### config.mk
export PLATFORM = sky130hd
export DESIGN_NAME = fetch_buffer
export DESIGN_NICKNAME = d
export VERILOG_FILES = /design/src/rtl/fetch_buffer.sv
export SDC_FILE = /design/constraint.sdc
export NUM_CORES = 1
export LEC_CHECK = 0
export CORE_ASPECT_RATIO = 1.75
export CORE_MARGIN = 2
export CORE_UTILIZATION = 55
export CTS_BUF_LIST = sky130_fd_sc_hd__clkbuf_4 sky130_fd_sc_hd__clkbuf_8
export DETAILED_ROUTE_END_ITERATION = 8
export PLACE_DENSITY = 0.79
export SLEW_MARGIN = 10
export SYNTH_ARGS = -nofsm -noshare
export SYNTH_HDL_FRONTEND = slang
export SYNTH_SLANG_ARGS = --single-unit
### constraint.sdc
create_clock -name clk -period 5.5 [get_ports clk]
set_input_delay 1.1 -clock clk [delete_from_list [all_inputs] [get_ports clk]]
set_output_delay 1.1 -clock clk [all_outputs]
set_load 0.01 [all_outputs]
### src/rtl/fetch_buffer.sv
// Instruction fetch buffer: one-outstanding-request fetcher feeding a DEPTH-entry queue.
// Optional same-cycle response bypass to dataF when FETCH_BUFFER_BYPASS_EN is defined.
package fetch_buffer_pkg;

  typedef struct packed {
    logic        valid;
    logic [63:0] addr;
  } ibus_req_t;

  typedef struct packed {
    logic        data_ok;
    logic [31:0] data;
  } ibus_resp_t;

  typedef struct packed {
    logic        valid;
    logic [31:0] instr;
    logic [63:0] pc;
  } fetch_data_t;

endpackage

module fetch_buffer
  import fetch_buffer_pkg::*;
#(
  parameter int unsigned DEPTH    = 4,
  parameter logic [63:0] RESET_PC = 64'h8000_0000
) (
  input  logic                       clk,
  input  logic                       reset,
  input  logic                       branch,
  input  logic [63:0]                jump,
  input  logic                       stop,
  output ibus_req_t                  ireq,
  input  ibus_resp_t                 iresp,
  output fetch_data_t                dataF,
  output logic [$clog2(DEPTH+1)-1:0] occupancy
);

  localparam int PW = $clog2(DEPTH);
  localparam int CW = $clog2(DEPTH+1);

  typedef logic [PW-1:0] ptr_t;
  typedef logic [CW-1:0] cnt_t;

  typedef struct packed {
    logic [63:0] pc;
    logic [31:0] instr;
  } entry_t;

  entry_t      mem [DEPTH];
  ptr_t        head, tail;
  cnt_t        count, count_next;
  logic [63:0] fetch_pc, fetch_pc_next, req_addr;
  logic        req_active, discard;
  logic        resp_ok, accept, bypass_hit, push, pop, issue;

  always_comb begin
    resp_ok = req_active & iresp.data_ok;
    // A response is kept only if no redirect has overtaken it.
    accept  = resp_ok & ~discard & ~branch;
`ifdef FETCH_BUFFER_BYPASS_EN
    bypass_hit = accept & (count == '0);
`else
    bypass_hit = 1'b0;
`endif
    push = accept & ~(bypass_hit & ~stop);
    pop  = (count != '0) & ~branch & ~stop;

    if (branch)             count_next = '0;
    else if (push && !pop)  count_next = count + cnt_t'(1);
    else if (pop && !push)  count_next = count - cnt_t'(1);
    else                    count_next = count;

    if (branch)      fetch_pc_next = jump;
    else if (accept) fetch_pc_next = fetch_pc + 64'd4;
    else             fetch_pc_next = fetch_pc;

    // New request only once the bus is free, reserving a slot for its response.
    issue = (~req_active | resp_ok) & (count_next < cnt_t'(DEPTH));
  end

  // NOTE: state registers use non-blocking assignments so every flop samples pre-edge values.
  always_ff @(posedge clk or posedge reset) begin
    if (reset) begin
      fetch_pc   <= RESET_PC;
      req_addr   <= '0;
      req_active <= 1'b0;
      discard    <= 1'b0;
      head       <= '0;
      tail       <= '0;
      count      <= '0;
    end else begin
      fetch_pc   <= fetch_pc_next;
      count      <= count_next;
      req_active <= issue | (req_active & ~iresp.data_ok);
      if (issue) req_addr <= fetch_pc_next;
      if (resp_ok)                discard <= 1'b0;
      else if (branch && req_active) discard <= 1'b1;
      if (branch) begin
        head <= '0;
        tail <= '0;
      end else begin
        if (push) tail <= tail + ptr_t'(1);
        if (pop)  head <= head + ptr_t'(1);
      end
    end
  end

  // NOTE: queue storage has no reset; count gates every read, so stale contents are never visible.
  always_ff @(posedge clk) begin
    if (push) mem[tail] <= '{pc: req_addr, instr: iresp.data};
  end

  // NOTE: dataF is defaulted before the conditional fills so no latch is inferred.
  always_comb begin
    ireq.valid = req_active;
    ireq.addr  = req_addr;
    dataF      = '0;
    if (count != '0) begin
      dataF.instr = mem[head].instr;
      dataF.pc    = mem[head].pc;
    end else if (bypass_hit) begin
      dataF.instr = iresp.data;
      dataF.pc    = req_addr;
    end
    dataF.valid = ((count != '0) | bypass_hit) & ~branch;
    occupancy   = count;
  end

endmodule

==> results.cfg, run 1 <==
[cells_and_area]
synthToLayoutAreaGrowth_pct = 21.9
final_util = 0.676
fin_nets = 1744
stdcell_area_sq_mm = 0.0263
drive_above_1_share = 0.163

[detailed_routing]
drtIter0Drc = 762
drt_pass1_iterations = 5
ant_nets = 0
wl_mm = 50.5
post_drt_via_cell_ratio = 5.89
drcViolationCount = 0
vias = 12900
wire_per_inst_um = 23.1

[setup_path]
path_delay_family = buffers and inverters
criticalPathCategory = flop to output pin
critPathCaptureType = output pin
critPathMaxFanout = 54
rr_worst_depth = 9
r2r-start = occupancy[1]
critPathSlowestCell = dfrtp_4
cp.depth = 4
reg2reg_to = req_addr[18]
r2r_slack_ns = 2.15
startpoint = head[1]
critical_path_buf_inv_count = 2
cp.arrival_ns = 3.20
cp.required_ns = 4.40
critPathLaunchType = flop
critPathCapture = dataF[52]
max_stage_delay_ns = 1.02
path_cells = buf_4 -> mux4_2 -> nor2b_1 -> clkdlybuf4s50_1

[global_routing]
first_global_vias = 13600
grt_max_degree = 109
grt_usage = 0.249
gr-total-overflow = 0
grt_pass1_wl_mm = 77.7
antenna_found_initial = 2

[synth]
synth.most_common_cell = edfxtp_1
synth.area.top_cells = edfxtp_1 53%, dfrtp_1 16%, mux4_2 10%
yosysTopAreaCell = edfxtp_1
synthMuxAreaShare = 0.124
synth-seq-cells = 521
synth_top_cells_by_count = 384 x edfxtp_1, 136 x dfrtp_1, 106 x nand2_1, 105 x nor2b_1, 96 x mux4_2
synthArstFlopShare = 0.263
synth-adder-area-share = 0.00464
synth_compound_area_frac = 0.0305
yosysTopAreaCellShare = 0.535
synth_simple_gate_area_share = 0.109
yosysWarningCount = 0
synthesis.area_sq_mm = 0.0216
synth_top_family_by_area = multiplexers
synth_xor_area_frac = 0.0203
avgSynthCellArea_sq_um = 16.0
syn_inst = 1347
synth_top_flop_cell = edfxtp_1
ys_seq_area_frac = 0.694
syn_nets = 1456
synth-edff-count = 384
synthDistinctLibCells = 64

[cts]
post_cts_resized = 0
clock-sinks = 521
cts.path.max_buffers = 3
cts_hold_buf = 0
numCtsBuffers = 74
clock-root-buffer = clkbuf_8
cts_tree = yes
h-tree-depth = 3
clk_latency_ns = 0.63
clkTransAtPathRegs_ns = 0.07
postCtsSetupRepairBufs = 0

[sta]
max_freq_ghz = 0.232
tightestPinTransition_ns = 1.05
relSlewSlack = 0.300
finalMaxSlewViolations = 0
hold_slack_ns = 0.499
clock_skew_ns = 0.0392
rsz0062_at_grt = no
finalSetupViolations = 0
setup_tns_ns = 0
period_share = 0.783
hold_viol_final = 0
min_period_ns = 4.30

[floorplan]
dieArea_sq_mm = 0.0409
start_util = 0.554
core-area_sq_mm = 0.0389
core.rowCount = 96
pin_count = 266
die_h_um = 266
die_w_um = 154

[placed_design]
dp_hpwl_mm = 32.8
placedInstanceArea_sq_mm = 0.0247
io_buffers = 265
gp_congestion = 0.958

[pwr]
power_frac_comb = 0.299
power_frac_clock = 0.257
ir_drop_uv = 324
p_leak_nw = 9.01
p_int_w = 0.00864
swShare = 0.296
cellPowerDensity_mw_per_mm2 = 467
power_w = 0.0123
sequentialPowerShare = 0.444
p_switching_w = 0.00364

[hold_path]
hp-class = flop to flop

[flow_run]
max_cap_violations = 0

[run_status]
status = complete, no violations
## flip-flops by register name (all words and copies together), names as in the netlist
name,cells
req_active,1
head,2
discard,1
mem,384
occupancy,3
tail,2
req_addr,64
fetch_pc,64
## metrics by stage
step / cells / worst slack [ns]
floorplan: 1347 / 0.734
global placement: 2049 / 1.53
detailed placement: 2049 / 1.43
CTS: 2186 / 1.12
global route: 2188 / 1.04
finish: 2188 / 1.20
## worst min-delay path by stage
stage	startpoint	endpoint	cells past startpoint	slack, ns
finish	fetch_pc[0]	fetch_pc[0]	1	0.50
global route	fetch_pc[1]	fetch_pc[1]	1	0.53
CTS	fetch_pc[0]	fetch_pc[0]	1	0.50
detailed placement	fetch_pc[0]	fetch_pc[0]	1	0.49
global placement	fetch_pc[0]	fetch_pc[0]	1	0.48
floorplan	fetch_pc[0]	fetch_pc[0]	1	0.47
## power groups by stage
stage | clock, W | sequential (W) | combinational [W]
after floorplan | 0 | 0.00534 | 0.00190
after global placement | 0 | 0.00549 | 0.00366
after detailed placement | 0 | 0.00553 | 0.00372
after CTS | 0.00323 | 0.00546 | 0.00373
after global routing | 0.00338 | 0.00552 | 0.00393
final | 0.00315 | 0.00545 | 0.00367
## routing by layer
layer | wire (um) | GRT usage
met2 | 27500 | 0.454
met3 | 2440 | 0.0400
met4 | 1810 | 0.104
met1 | 18700 | 0.293
met5 | 0 | 0
## area by class of cell
type | instances | area [sq um]
antenna | 2 | 5.00
clock buffer | 118 | 1420
clock inverter | 19 | 135
fill | 2700 | 12600
inverter | 16 | 65.1
multi-input combinational | 740 | 6240
sequential | 521 | 15000
tap | 490 | 613
timing repair buffer | 282 | 2840
## cell usage in the layout (no fill, tap or decap), types with 30 or more instances in the layout
cell type	synthesis	routed
clkbuf_4	0	32
clkbuf_8	0	86
clkdlybuf4s50_1	0	264
dfrtp_1	136	134
edfxtp_1	384	384
mux2_1	30	30
mux4_2	96	96
nand2_1	106	106
nand3_1	35	35
nor2_1	47	47
nor2b_1	105	104
o21ai_0	52	52
xnor2_1	34	34
## logic make-up after synthesis
kind of cell / count (synthesis)
buf+inv: 86
xor+xnor: 50
compound gates: 115
simple gates: 424
mux: 143
fa+ha+maj: 8
flops: 521
Note: power is estimated with default switching activity, not from simulation.
==> inputs of run 2 (changes only) <==
--- a/config.mk
+++ b/config.mk
@@ -7,10 +7,10 @@
 export LEC_CHECK = 0
 export CORE_ASPECT_RATIO = 1.75
 export CORE_MARGIN = 2
-export CORE_UTILIZATION = 55
+export CORE_UTILIZATION = 52
 export CTS_BUF_LIST = sky130_fd_sc_hd__clkbuf_4 sky130_fd_sc_hd__clkbuf_8
 export DETAILED_ROUTE_END_ITERATION = 8
-export PLACE_DENSITY = 0.79
+export PLACE_DENSITY = 0.78
 export SLEW_MARGIN = 10
 export SYNTH_ARGS = -nofsm -noshare
 export SYNTH_HDL_FRONTEND = slang
==> constraint.sdc (replaced) <==
create_clock -name clk -period 3.78 [get_ports clk]
set_input_delay 0.756 -clock clk [delete_from_list [all_inputs] [get_ports clk]]
set_output_delay 0.756 -clock clk [all_outputs]
set_load 0.01 [all_outputs]
==> results.cfg, run 2 (synthesis gave the netlist of run 1 again) <==
[run_status]
status = complete, no violations

[sta]
max_freq_ghz = 0.278
clock_skew_ns = 0.0161
finalMaxSlewViolations = 0
setup_ws_ns = 0.184
finalSetupViolations = 0
tightestPinTransition_ns = 0.647
period_share = 0.951
setup_tns_ns = 0
rsz0062_at_grt = no
hold_viol_final = 0
min_period_ns = 3.60
relSlewSlack = 0.569

[cells_and_area]
top_regs = mem: 384 flops, fetch_pc: 64 flops, req_addr: 64 flops
final_common_cell = edfxtp_1
num-fill-cells = 2905
synthToLayoutAreaGrowth_pct = 23.4
fin_nets = 1755
largest_reg_flops = 384
drive_above_1_share = 0.168
final_cells = 2257
largest-register = mem
final_cell_mix = 384 x edfxtp_1, 264 x clkdlybuf4s50_1, 134 x dfrtp_1

[floorplan]
start_util = 0.528
dieArea_sq_mm = 0.0432
core.rowCount = 98
pin_count = 266
die_w_um = 158
core-area_sq_mm = 0.0408
die_h_um = 273

[detailed_routing]
post_drt_via_cell_ratio = 5.71
vias = 12900
ant_nets = 0
drt_pass1_iterations = 6
wl_mm = 52.0
wire_per_inst_um = 23.0
drcViolationCount = 0
drtIter0Drc = 894

[setup_path]
critPathLaunchType = flop
cp.arrival_ns = 2.84
critPathCaptureType = output pin
cp.required_ns = 3.02
r2r-start = occupancy[0]
reg2reg_to = req_addr[51]
criticalPathCategory = flop to output pin
rr_worst_depth = 10
critPathMaxFanout = 55
r2r_slack_ns = 0.75

[global_routing]
grt-busiest-layer = met2
gr-total-overflow = 0
grt_max_degree = 107
grtUsageMet3 = 0.0383
antenna_found_initial = 4
use_met2 = 0.435
grt_pass1_wl_mm = 78.1
first_global_vias = 13600
grt_use_met1 = 0.281
grt_usage = 0.243

[placed_design]
pre_cts_slack_ns = 0.385
dp_hpwl_mm = 35.0
gp_congestion = 0.978
dp_cells = 2121
io_buffers = 265

[cts]
cts.path.max_buffers = 3
postCtsSetupRepairBufs = 0
clk_latency_ns = 0.63
clkTransAtPathRegs_ns = 0.06
clock-sinks = 521
clock-root-buffer = clkbuf_8
h-tree-depth = 3
cts_hold_buf = 0
cts_tree = yes
post_cts_resized = 0
numCtsBuffers = 73

[pwr]
cellPowerDensity_mw_per_mm2 = 680
ir_drop_uv = 605
p_leak_nw = 9.10
power_w = 0.0181

[hold_path]
hold_start = fetch_pc[1]
hold_end = fetch_pc[1]
whs_path_depth = 1
hp-class = flop to flop

[flow_run]
max_cap_violations = 0
[run 2: changes by cell type in the layout (fill, tap and decap cells not counted)]
cell	change
buf_12	+10
clkinv_1	-3
bufinv_16	+3
diode_2	+2
buf_4	+2
clkinv_2	-2
clkinvlp_4	+2
clkbuf_8	-5
[run 2: how the worst max path moves through the flow]
stage | startpoint | endpoint | slack, ns | cells past startpoint
after detailed placement | iresp[32] | req_addr[37] | 0.39 | 8
after global routing | head[1] | dataF[9] | 0.09 | 4
final | head[1] | dataF[35] | 0.18 | 4
after CTS | head[1] | dataF[26] | 0.07 | 4
after floorplan | branch | dataF[96] | 0.90 | 6
after global placement | iresp[32] | req_addr[39] | 0.47 | 8
[run 2: routing by layer]
layer | share of wire | vias up
li1 | - | 5750
met1 | 0.36 | 6573
met2 | 0.54 | 455
met3 | 0.054 | 111
met4 | 0.044 | 0
met5 | 0 | -
[run 2: critical path, stage by stage (launching register included)]
cell             delay, ns
dfrtp_4               0.73
buf_12                0.35
mux4_2                0.38
nor2b_1               0.16
clkdlybuf4s50_1       0.51
[run 2: layout make-up]
class                      count  area, sq um  share of cell area
inverter                      16         63.8             0.00240
antenna                        4         10.0            0.000376
clock inverter                19          220             0.00828
multi-input combinational    740         6240               0.235
sequential                   521        15000               0.563
clock buffer                 113         1360              0.0509
timing repair buffer         294         3060               0.115
tap                          550          688              0.0259
[run 2: power breakdown]
part | internal [W] | leakage [nW] | switching, W
clock | 0.00263 | 0.832 | 0.00204
combinational | 0.00303 | 3.18 | 0.00251
sequential | 0.00709 | 5.09 | 0.000784
total | 0.0128 | 9.10 | 0.00533
[run 2: metrics by stage]
step	util	hold slack (ns)	area (sq um)
6_report	0.652	0.503	26600
5_1_grt	0.652	0.506	26600
4_1_cts	0.651	0.465	26600
3_5_place_dp	0.613	0.486	25000
3_3_place_gp	0.613	0.485	25000
2_1_floorplan	-	0.472	21600
==> inputs of run 3 (changes only) <==
--- a/config.mk
+++ b/config.mk
@@ -5,6 +5,7 @@
 export SDC_FILE = /design/constraint.sdc
 export NUM_CORES = 1
 export LEC_CHECK = 0
+export ABC_AREA = 1
 export CORE_ASPECT_RATIO = 1.75
 export CORE_MARGIN = 2
 export CORE_UTILIZATION = 52
==> results.cfg, run 3 <==
[run_status]
status = complete, no violations

[sta]
rsz0062_at_grt = no
max_freq_ghz = 0.278
finalSetupViolations = 0
setup_tns_ns = 0
tightestPinTransition_ns = 0.968
setup_ws_ns = 0.188
finalMaxSlewViolations = 0
min_period_ns = 3.59
hold_viol_final = 0
relSlewSlack = 0.355
clock_skew_ns = 0.0329
period_share = 0.950

[synth]
synth_top_flop_cell = edfxtp_1
synthMuxAreaShare = 0
yosysTopAreaCell = edfxtp_1
syn_nets = 2325
synth_top_cells_by_count = 518 x nor2_1, 472 x nand2_1, 384 x edfxtp_1, 209 x o21ai_0, 136 x dfrtp_1
synth.most_common_cell = nor2_1
synthArstFlopShare = 0.263
synth-adder-area-share = 0.00448
syn_inst = 2216
synth.area.top_cells = edfxtp_1 52%, dfrtp_1 15%, nor2_1 8.7%
yosysWarningCount = 0
synthesis.area_sq_mm = 0.0224
yosysTopAreaCellShare = 0.516
synth_top_family_by_area = simple AND/OR/NAND/NOR gates
synth_xor_area_frac = 0.00470
synth_compound_area_frac = 0.0818
synth-seq-cells = 521
avgSynthCellArea_sq_um = 10.1
synth-edff-count = 384
synth_simple_gate_area_share = 0.205
synthDistinctLibCells = 41
ys_seq_area_frac = 0.669

[cells_and_area]
fin_nets = 2585
final_common_cell = nor2_1
largest-register = mem
synthToLayoutAreaGrowth_pct = 21.8
regArea_sq_mm = 0.0150
largest_reg_flops = 384
multi_input_area_sq_mm = 0.00664
drive_above_1_share = 0.0777
num-fill-cells = 3407
final_cells = 3099
final_cell_mix = 514 x nor2_1, 472 x nand2_1, 384 x edfxtp_1
top_regs = mem: 384 flops, fetch_pc: 64 flops, req_addr: 64 flops

[detailed_routing]
post_drt_via_cell_ratio = 5.43
wl_mm = 60.5
drcViolationCount = 0
wire_per_inst_um = 19.5
vias = 16800
ant_nets = 0
drtIter0Drc = 1183
drt_pass1_iterations = 5

[global_routing]
grt_pass1_wl_mm = 93.3
antenna_found_initial = 3
grt_usage = 0.271
first_global_vias = 17000
gr-total-overflow = 0
grt_max_degree = 138

[floorplan]
die_h_um = 278
die_w_um = 161
pin_count = 266
core-area_sq_mm = 0.0425
core.rowCount = 100
dieArea_sq_mm = 0.0447
start_util = 0.525

[setup_path]
max_stage_delay_ns = 0.57
critPathCaptureType = output pin
critPathLaunchType = flop
critPathSlowestCell = clkdlybuf4s50_1
path_cells = inv_1 -> ha_1 -> nand2_1 -> clkinv_4 -> buf_4 -> a21oi_1 -> clkdlybuf4s50_1
cp.arrival_ns = 2.84
critical_path_buf_inv_count = 4
cp.required_ns = 3.02
criticalPathCategory = flop to output pin
critPathMaxFanout = 24
path_delay_family = buffers and inverters

[placed_design]
io_buffers = 265
gp_congestion = 0.957
pre_cts_slack_ns = 0.589
dp_cells = 2963
dp_hpwl_mm = 39.8

[pwr]
sequentialPowerShare = 0.420
p_int_w = 0.0116
power_frac_comb = 0.309
ir_drop_uv = 399
cellPowerDensity_mw_per_mm2 = 632
p_leak_nw = 10.4
swShare = 0.323
p_switching_w = 0.00555
power_frac_clock = 0.271

[cts]
clock-root-buffer = clkbuf_8
h-tree-depth = 3
clock-sinks = 521
numCtsBuffers = 71
cts_hold_buf = 0
clkTransAtPathRegs_ns = 0.07
cts.path.max_buffers = 3
clk_latency_ns = 0.64
cts_tree = yes

[flow_run]
max_cap_violations = 0

[hold_path]
hp-class = flop to flop
==> run 3: changes by cell type after synthesis, moves of 25 or more <==
cell	previous run	this run
clkbuf_1	42	71
nand3_1	35	84
nand2_1	106	472
xnor2_1	34	9
o21ai_0	52	209
mux2_1	30	0
inv_1	15	82
nor2b_1	105	0
mux4_2	96	0
nor2_1	47	518
a21oi_1	27	109
==> run 3: metrics by stage <==
stage               power (W)  utilization  instance area (sq um)  hold WS [ns]
floorplan             0.00977            -                  22400         0.438
detailed placement     0.0126        0.603                  25600         0.460
global route           0.0180        0.640                  27200         0.522
finish                 0.0172        0.640                  27200         0.471
CTS                    0.0173        0.639                  27200         0.477
global placement       0.0125        0.603                  25600         0.458
==> run 3: timing repair <==
action / 4_1_cts / 5_1_grt
setup buffers: 0 / 1
resized for setup: 2 / 0
endpoints found under the setup margin: 53 / 9
==> run 3: worst paths after layout <==
| path | depth (start not counted) | slack (ns) | to | startpoint |
|---|---|---|---|---|
| worst min-delay path | 2 | 0.47 | fetch_pc[0] | fetch_pc[0] |
| min in group asynchronous | 3 | 0.64 | req_addr[19] | reset |
| worst max register to register | 11 | 1.36 | req_addr[33] | occupancy[0] |
| max in group asynchronous | 3 | 2.44 | head[0] | reset |
| worst max-delay path | 7 | 0.19 | dataF[25] | occupancy[0] |
| worst min register to register | 2 | 0.47 | fetch_pc[0] | fetch_pc[0] |
==> run 3: layout make-up <==
class | count | share of cell area
diodes | 3 | 0.000276
clock buffers | 98 | 0.0440
clock inverters | 34 | 0.0131
inverters | 89 | 0.0127
multi-input cells | 1501 | 0.244
flip-flops and latches | 521 | 0.550
well taps | 561 | 0.0258
repair buffers | 292 | 0.111
==> run 3: kinds of logic after synthesis <==
group / Yosys count
AO/OA/AOI/OAI: 350
XOR/XNOR: 12
adder cells (fa/ha/maj): 8
buffers and inverters: 194
flip-flops: 521
AND/OR/NAND/NOR: 1131
==> run 3: worst reg2reg max path, delay by kind of cell (launching register included) <==
| family | cells | cell delay, ns |
|---|---|---|
| compound gates | 1 | 0.18 |
| fa+ha+maj | 1 | 0.22 |
| buf+inv | 2 | 0.55 |
| flops | 1 | 0.40 |
| simple gates | 7 | 0.93 |
==> run 3: per-layer routing <==
| layer | part of all wire | track usage |
|---|---|---|
| met1 | 0.38 | 0.318 |
| met2 | 0.53 | 0.493 |
| met3 | 0.048 | 0.0323 |
| met4 | 0.043 | 0.129 |
| met5 | 0 | 0 |
==> run 3: power groups by stage <==
stage / registers [W] / clock network, W / logic (W)
after floorplan: 0.00721 / 0 / 0.00256
after global placement: 0.00732 / 0 / 0.00517
after detailed placement: 0.00735 / 0 / 0.00529
after CTS: 0.00723 / 0.00474 / 0.00532
after global routing: 0.00727 / 0.00495 / 0.00579
final: 0.00722 / 0.00465 / 0.00532
